===== src/rtl/env_pkg.sv =====
// Shared envelope types and gain constants.
package env_pkg;

  localparam int GAIN_W     = 11;
  localparam int GAIN_UNITY = 1024;
  localparam int GAIN_FRAC  = 10;
  localparam int SAMPLE_W   = 18;

  typedef enum logic [2:0] {
    ST_IDLE,
    ST_ATTACK,
    ST_DECAY,
    ST_SUSTAIN,
    ST_RELEASE
  } env_state_e;

  // Returns a - b, but never less than floor_v. Compared one bit wider so
  // floor_v + b cannot wrap.
  function automatic logic [GAIN_W-1:0] sub_floor(
    input logic [GAIN_W-1:0] a,
    input logic [GAIN_W-1:0] b,
    input logic [GAIN_W-1:0] floor_v
  );
    if ({1'b0, a} <= ({1'b0, floor_v} + {1'b0, b})) return floor_v;
    else                                            return a - b;
  endfunction

endpackage


===== src/rtl/env_gain_gen.sv =====
// ADSR state machine and gain register.
// ENV_EXP_RELEASE_EN selects an exponential release (gain -= max(gain>>RELEASE_SHIFT,1))
// instead of the default linear RELEASE_STEP decrement.
module env_gain_gen
  import env_pkg::*;
#(
  parameter int ATTACK_STEP   = 64,
  parameter int DECAY_STEP    = 8,
  parameter int SUSTAIN_LEVEL = 768,
  parameter int RELEASE_STEP  = 16,
  parameter int RELEASE_SHIFT = 4
) (
  input  logic              clk,
  input  logic              reset,
  input  logic              play_enable,
  input  logic              note_start,
  input  logic              note_release,
  input  logic              sample_in_valid,
  output logic [GAIN_W-1:0] gain,
  output logic              env_active,
  output logic              done
);

  localparam logic [GAIN_W:0]   ATK_W  = (GAIN_W+1)'(ATTACK_STEP);
  localparam logic [GAIN_W-1:0] DEC_W  = GAIN_W'(DECAY_STEP);
  localparam logic [GAIN_W-1:0] SUS_W  = GAIN_W'(SUSTAIN_LEVEL);
  localparam logic [GAIN_W-1:0] UNITY  = GAIN_W'(GAIN_UNITY);

  env_state_e        state;
  logic              rel_evt;
  logic              step;
  logic [GAIN_W:0]   atk_sum;
  logic [GAIN_W-1:0] atk_next;
  logic [GAIN_W-1:0] dec_next;
  logic [GAIN_W-1:0] rel_next;

  // A release only counts as an event when it actually changes state; an
  // ignored release (IDLE/RELEASE) does not suppress that cycle's step.
  assign rel_evt = note_release &&
                   (state == ST_ATTACK || state == ST_DECAY || state == ST_SUSTAIN);
  assign step    = sample_in_valid && play_enable && !note_start && !rel_evt;

  assign atk_sum  = {1'b0, gain} + ATK_W;
  assign atk_next = (atk_sum >= (GAIN_W+1)'(GAIN_UNITY)) ? UNITY : atk_sum[GAIN_W-1:0];
  assign dec_next = sub_floor(gain, DEC_W, SUS_W);

`ifdef ENV_EXP_RELEASE_EN
  localparam int unused_release_step = RELEASE_STEP;
  logic [GAIN_W-1:0] rel_shr;
  logic [GAIN_W-1:0] rel_dec;
  assign rel_shr  = gain >> RELEASE_SHIFT;
  assign rel_dec  = (rel_shr == '0) ? GAIN_W'(1) : rel_shr;
  assign rel_next = sub_floor(gain, rel_dec, '0);
`else
  localparam int unused_release_shift = RELEASE_SHIFT;
  assign rel_next = sub_floor(gain, GAIN_W'(RELEASE_STEP), '0);
`endif

  assign env_active = (state != ST_IDLE);
  assign done       = step && (state == ST_RELEASE) && (rel_next == '0);

  // Envelope FSM: events first, then the per-sample gain step.
  always_ff @(posedge clk) begin
    if (reset) begin
      state <= ST_IDLE;
      gain  <= '0;
    end else if (note_start) begin
      state <= ST_ATTACK;
    end else if (rel_evt) begin
      state <= ST_RELEASE;
    end else if (step) begin
      unique case (state)
        ST_ATTACK: begin
          gain <= atk_next;
          if (atk_next == UNITY) state <= ST_DECAY;
        end
        ST_DECAY: begin
          gain <= dec_next;
          if (dec_next == SUS_W) state <= ST_SUSTAIN;
        end
        ST_SUSTAIN: ;
        ST_RELEASE: begin
          gain <= rel_next;
          if (rel_next == '0) state <= ST_IDLE;
        end
        default: begin
          state <= ST_IDLE;
          gain  <= '0;
        end
      endcase
    end
  end

endmodule


===== src/rtl/note_envelope.sv =====
// ADSR envelope applied to the note player's sample stream, 1-cycle latency.
// Optional macro ENV_EXP_RELEASE_EN selects exponential release in env_gain_gen.
module note_envelope
  import env_pkg::*;
#(
  parameter int ATTACK_STEP   = 64,
  parameter int DECAY_STEP    = 8,
  parameter int SUSTAIN_LEVEL = 768,
  parameter int RELEASE_STEP  = 16,
  parameter int RELEASE_SHIFT = 4
) (
  input  logic                clk,
  input  logic                reset,
  input  logic                play_enable,
  input  logic                note_start,
  input  logic                note_release,
  input  logic [SAMPLE_W-1:0] sample_in,
  input  logic                sample_in_valid,
  output logic [SAMPLE_W-1:0] sample_out,
  output logic                sample_out_valid,
  output logic                env_active,
  output logic                note_done
);

  localparam int PROD_W = SAMPLE_W + GAIN_W + 1;

  logic [GAIN_W-1:0]        gain;
  logic                     done;
  logic signed [PROD_W-1:0] prod;
  logic [SAMPLE_W-1:0]      scaled;
  logic                     unused_prod;

  env_gain_gen #(
    .ATTACK_STEP  (ATTACK_STEP),
    .DECAY_STEP   (DECAY_STEP),
    .SUSTAIN_LEVEL(SUSTAIN_LEVEL),
    .RELEASE_STEP (RELEASE_STEP),
    .RELEASE_SHIFT(RELEASE_SHIFT)
  ) u_gen (
    .clk            (clk),
    .reset          (reset),
    .play_enable    (play_enable),
    .note_start     (note_start),
    .note_release   (note_release),
    .sample_in_valid(sample_in_valid),
    .gain           (gain),
    .env_active     (env_active),
    .done           (done)
  );

  // Signed 18 x 12 multiply with the pre-step gain; taking bits above the
  // fraction is an arithmetic shift (floor). gain <= unity so the top bits
  // are pure sign extension.
  assign prod        = $signed(sample_in) * $signed({1'b0, gain});
  assign scaled      = prod[GAIN_FRAC +: SAMPLE_W];
  assign unused_prod = ^{prod[PROD_W-1:GAIN_FRAC+SAMPLE_W], prod[GAIN_FRAC-1:0]};

  // Output stage: scaled sample, valid and done pulse aligned on one edge.
  always_ff @(posedge clk) begin
    if (reset) begin
      sample_out       <= '0;
      sample_out_valid <= 1'b0;
      note_done        <= 1'b0;
    end else begin
      sample_out_valid <= sample_in_valid;
      note_done        <= done;
      if (sample_in_valid) sample_out <= scaled;
    end
  end

endmodule

===== config.mk =====
export PLATFORM = sky130hd
export DESIGN_NAME = note_envelope
export DESIGN_NICKNAME = d
export VERILOG_FILES = /design/src/rtl/env_pkg.sv /design/src/rtl/env_gain_gen.sv /design/src/rtl/note_envelope.sv
export SDC_FILE = /design/constraint.sdc
export NUM_CORES = 1
export LEC_CHECK = 0
export CORE_ASPECT_RATIO = 1.1
export CORE_UTILIZATION = 63
export CTS_BUF_LIST = sky130_fd_sc_hd__clkbuf_16
export CTS_CLUSTER_DIAMETER = 150
export DETAILED_ROUTE_END_ITERATION = 6
export PLACE_DENSITY = 0.91
export SYNTH_ARGS = -nofsm -noshare
export SYNTH_HDL_FRONTEND = slang
export SYNTH_SLANG_ARGS = --single-unit

===== constraint.sdc =====
create_clock -name clk -period 7.8 [get_ports clk]
set_clock_uncertainty 0.05 [all_clocks]
set_input_delay 1.95 -clock clk [delete_from_list [all_inputs] [get_ports clk]]
set_output_delay 1.95 -clock clk [all_outputs]
set_load 0.05 [all_outputs]

==> flow_summary.yaml <==
yosys:
  async_reset_ff_share_pct: 0
  syn_inst: 1029
  syn_avg_cell_area_sq_um: 8.403
  yosys.area.top_type: "fa_1"
  synthDominantCellAreaShare_pct: 39.36
  syn_nets: 1286
  synth_simple_gate_area_share_pct: 18.58
  yosys_warnings: 0
  synth_area_leaders: "fa_1, inv_1, ha_1"
  ys.flop_type: "dfxtp_1"
  syn_area_sq_um: 8647
  synth_commonest_cells: "inv_1, fa_1, nand2_1"
  yosysMostFrequentCell: "inv_1"
  synth_compound_area_share_pct: 8.465
  muxShareOfSynthArea_pct: 1.158
  synth_edf_count: 0
  synth_seq_cells: 34
  synthXorXnorAreaFrac_pct: 2.937
  synth-adder-area-share_pct: 48.47
  synth_top_family_by_area: "adder cells"
  synth_seq_area_share_pct: 7.872
  synth_cell_types: 65
timing:
  fmaxAchievable_mhz: 134.3
  setup_viol: 0
  layout_setup_ws_ns: 0.3564
  slew_headroom_pct: 22.35
  hold_viol_final: 0
  tightest_slew_ns: 1.163
  slew_violations: 0
  hold_ws_ns: 0.4138
  finalCritPeriodShare_pct: 95.43
  fin_tns_setup_ns: 0
  rsz0062_at_grt: "false"
  period_minus_slack_ns: 7.444
setup_path:
  cp_common_cell: "fa_1"
  required_ns: 7.91
  cp_max_fo: 11
  path_buf_inv: 4
  crit_chain: "clkdlybuf4s50_1 -> nand2_1 -> fa_1 -> inv_1 -> fa_1 -> fa_1 -> fa_1 -> inv_1 -> fa_1 -> inv_1 -> ha_1 -> nand4_1 -> a2111oi_0 -> nand4b_1 -> nand2_1 -> o211ai_1 -> and3_1 -> o21ai_0 -> a21oi_1"
  slowest_delay_ns: 0.78
  cp.arrival_ns: 7.55
  crit_family: "adder cells"
  criticalPathCategory: "primary input to flop"
  worst_setup_path_start_kind: "primary input"
  cp_slowest_cell: "clkdlybuf4s50_1"
  cp-end-kind: "flop"
place:
  hpwl_um: 16580
  pre_cts_slack_ns: 0.1821
  port-buffer-count: 44
  gp_congestion: 0.8967
  dp.cells: 1212
clock_network:
  cts_root_buf: "clkbuf_16"
  htreeDepth: 2
  cts_sinks: 34
  post_cts_buffers: 0
  cts_buffer_depth: 2
  cts-resized-gates: 0
  cts_inserted_buffers: 5
  cts_tree: "done"
  clock_latency_ns: 0.28
  hold_buffers: 0
  path_clk_slew_ns: 0.06
power:
  seqPwrFrac_pct: 38.3
  vdd_drop_max_v: 0.00006590
  p_sw_share_pct: 25.21
  p_comb_share_pct: 13.0
  pwr-share-clk_pct: 48.7
  p_int_uw: 345.8
  p_leak_uw: 0.004655
  switchingPower_uw: 116.6
  power_density_nw_per_um2: 49.45
layout:
  antenna_cells: 0
  syn2layout_area_growth_pct: 8.132
  nets: 1292
  ff_latch_area_sq_um: 680.7
  multi_input_area_sq_um: 6884
  instances_no_fill: 1220
  fillers: 998
  finish.utilization_pct: 70.18
  drive_gt1_share_pct: 3.089
global_routing:
  grt_pass1_vias: 7677
  grt_max_degree: 34
  track_usage_pct: 32.36
  grt_pass1_wl_um: 35890
  antenna_found_initial: 0
  grt_overflow_total: 0
route:
  antenna_left: 0
  vias_per_cell: 5.763
  wl_um: 21400
  drt-pass1-iter-count: 6
  dr.first_iter.drc_count: 528
  wl_per_cell_um: 17.54
  drc: 0
  dr_total_vias: 7031
floorplanning:
  die_h_um: 124.9
  rows: 44
  start_util_pct: 64.90
  die_width_um: 113.7
  ios: 45
  fp.dieArea_sq_um: 14200
  core_sq_um: 13320
run_status:
  status: "complete, no violations"
run:
  maxCapViolations: 0
min_path:
  hold_path.class: "flop to flop"
cells in the final DEF (no fill, tap or decap), types with 3 or more instances in the layout:
cell	count
nor2_1	36
and2_1	61
or3_1	5
xnor2_1	18
a211oi_1	5
ha_1	63
o31ai_1	4
nand2b_1	9
xor2_1	11
nand2_1	170
nand4_1	4
nand3_1	11
clkdlybuf4s50_1	44
a31oi_1	7
o211ai_1	3
a221o_1	3
dfxtp_1	34
nor2b_1	7
or2_2	3
buf_4	13
a21oi_1	20
o22ai_1	4
mux2i_1	10
a211o_1	4
fa_1	170
nor3_1	12
clkbuf_16	5
and3_1	5
a22oi_1	3
inv_1	227
o221ai_1	4
o21ai_0	17
final cells by class:
type / count / area share, %
Timing Repair Buffer: 57 / 5.754
Clock buffer: 5 / 1.338
Clock inverter: 3 / 0.4282
Multi-Input combinational cell: 710 / 73.63
Tap cell: 184 / 2.462
Inverter: 227 / 9.113
Sequential cell: 34 / 7.280
cell families after synthesis:
family	count (synthesis)
AO/OA/AOI/OAI	102
XOR/XNOR	29
adder cells (fa/ha/maj)	233
buffers and inverters	285
flip-flops	34
multiplexers	10
AND/OR/NAND/NOR	336
worst paths after layout:
| kind | start | end | slack [ns] | cells past startpoint |
|---|---|---|---|---|
| worst max-delay path | sample_in[8] | sample_out[16] | 0.36 | 19 |
| worst min-delay path | sample_out[17] | sample_out[17] | 0.41 | 2 |
| worst max register to register | u_gen.gain[5] | sample_out[16] | 1.71 | 18 |
| worst min register to register | sample_out[17] | sample_out[17] | 0.41 | 2 |
through the flow:
| step | instance area (sq um) | power (uW) |
|---|---|---|
| global placement | 9185 | 237.7 |
| global route | 9350 | 474.5 |
| detailed placement | 9185 | 239.2 |
| floorplan | 8647 | 213.4 |
| finish | 9350 | 462.4 |
| CTS | 9350 | 461.0 |
state kept, by name, indices dropped and copies added (netlist names):
signal / count
u_gen.gain: 11
sample_out_valid: 1
sample_out: 18
note_done: 1
u_gen.state: 3
worst min-delay path: stages, from the launching register on:
cell,delay [ns]
dfxtp_1,0.33
nand2_1,0.04
o21ai_0,0.06
power groups by stage:
stage / registers [uW] / logic (uW) / clock network (uW)
floorplan: 182 / 31.7 / 0
global placement: 181 / 56.9 / 0
detailed placement: 181 / 58.4 / 0
CTS: 177 / 58.9 / 225
global route: 177 / 63.5 / 234
finish: 177 / 60.1 / 225
per-layer routing:
| layer | routed length (um) | global-route usage (%) |
|---|---|---|
| met4 | 834 | 14.78 |
| met1 | 7909 | 38.58 |
| met3 | 1708 | 4.720 |
| met2 | 10950 | 57.21 |
| met5 | 0 | 0 |
(Power assumes the default switching activity.)
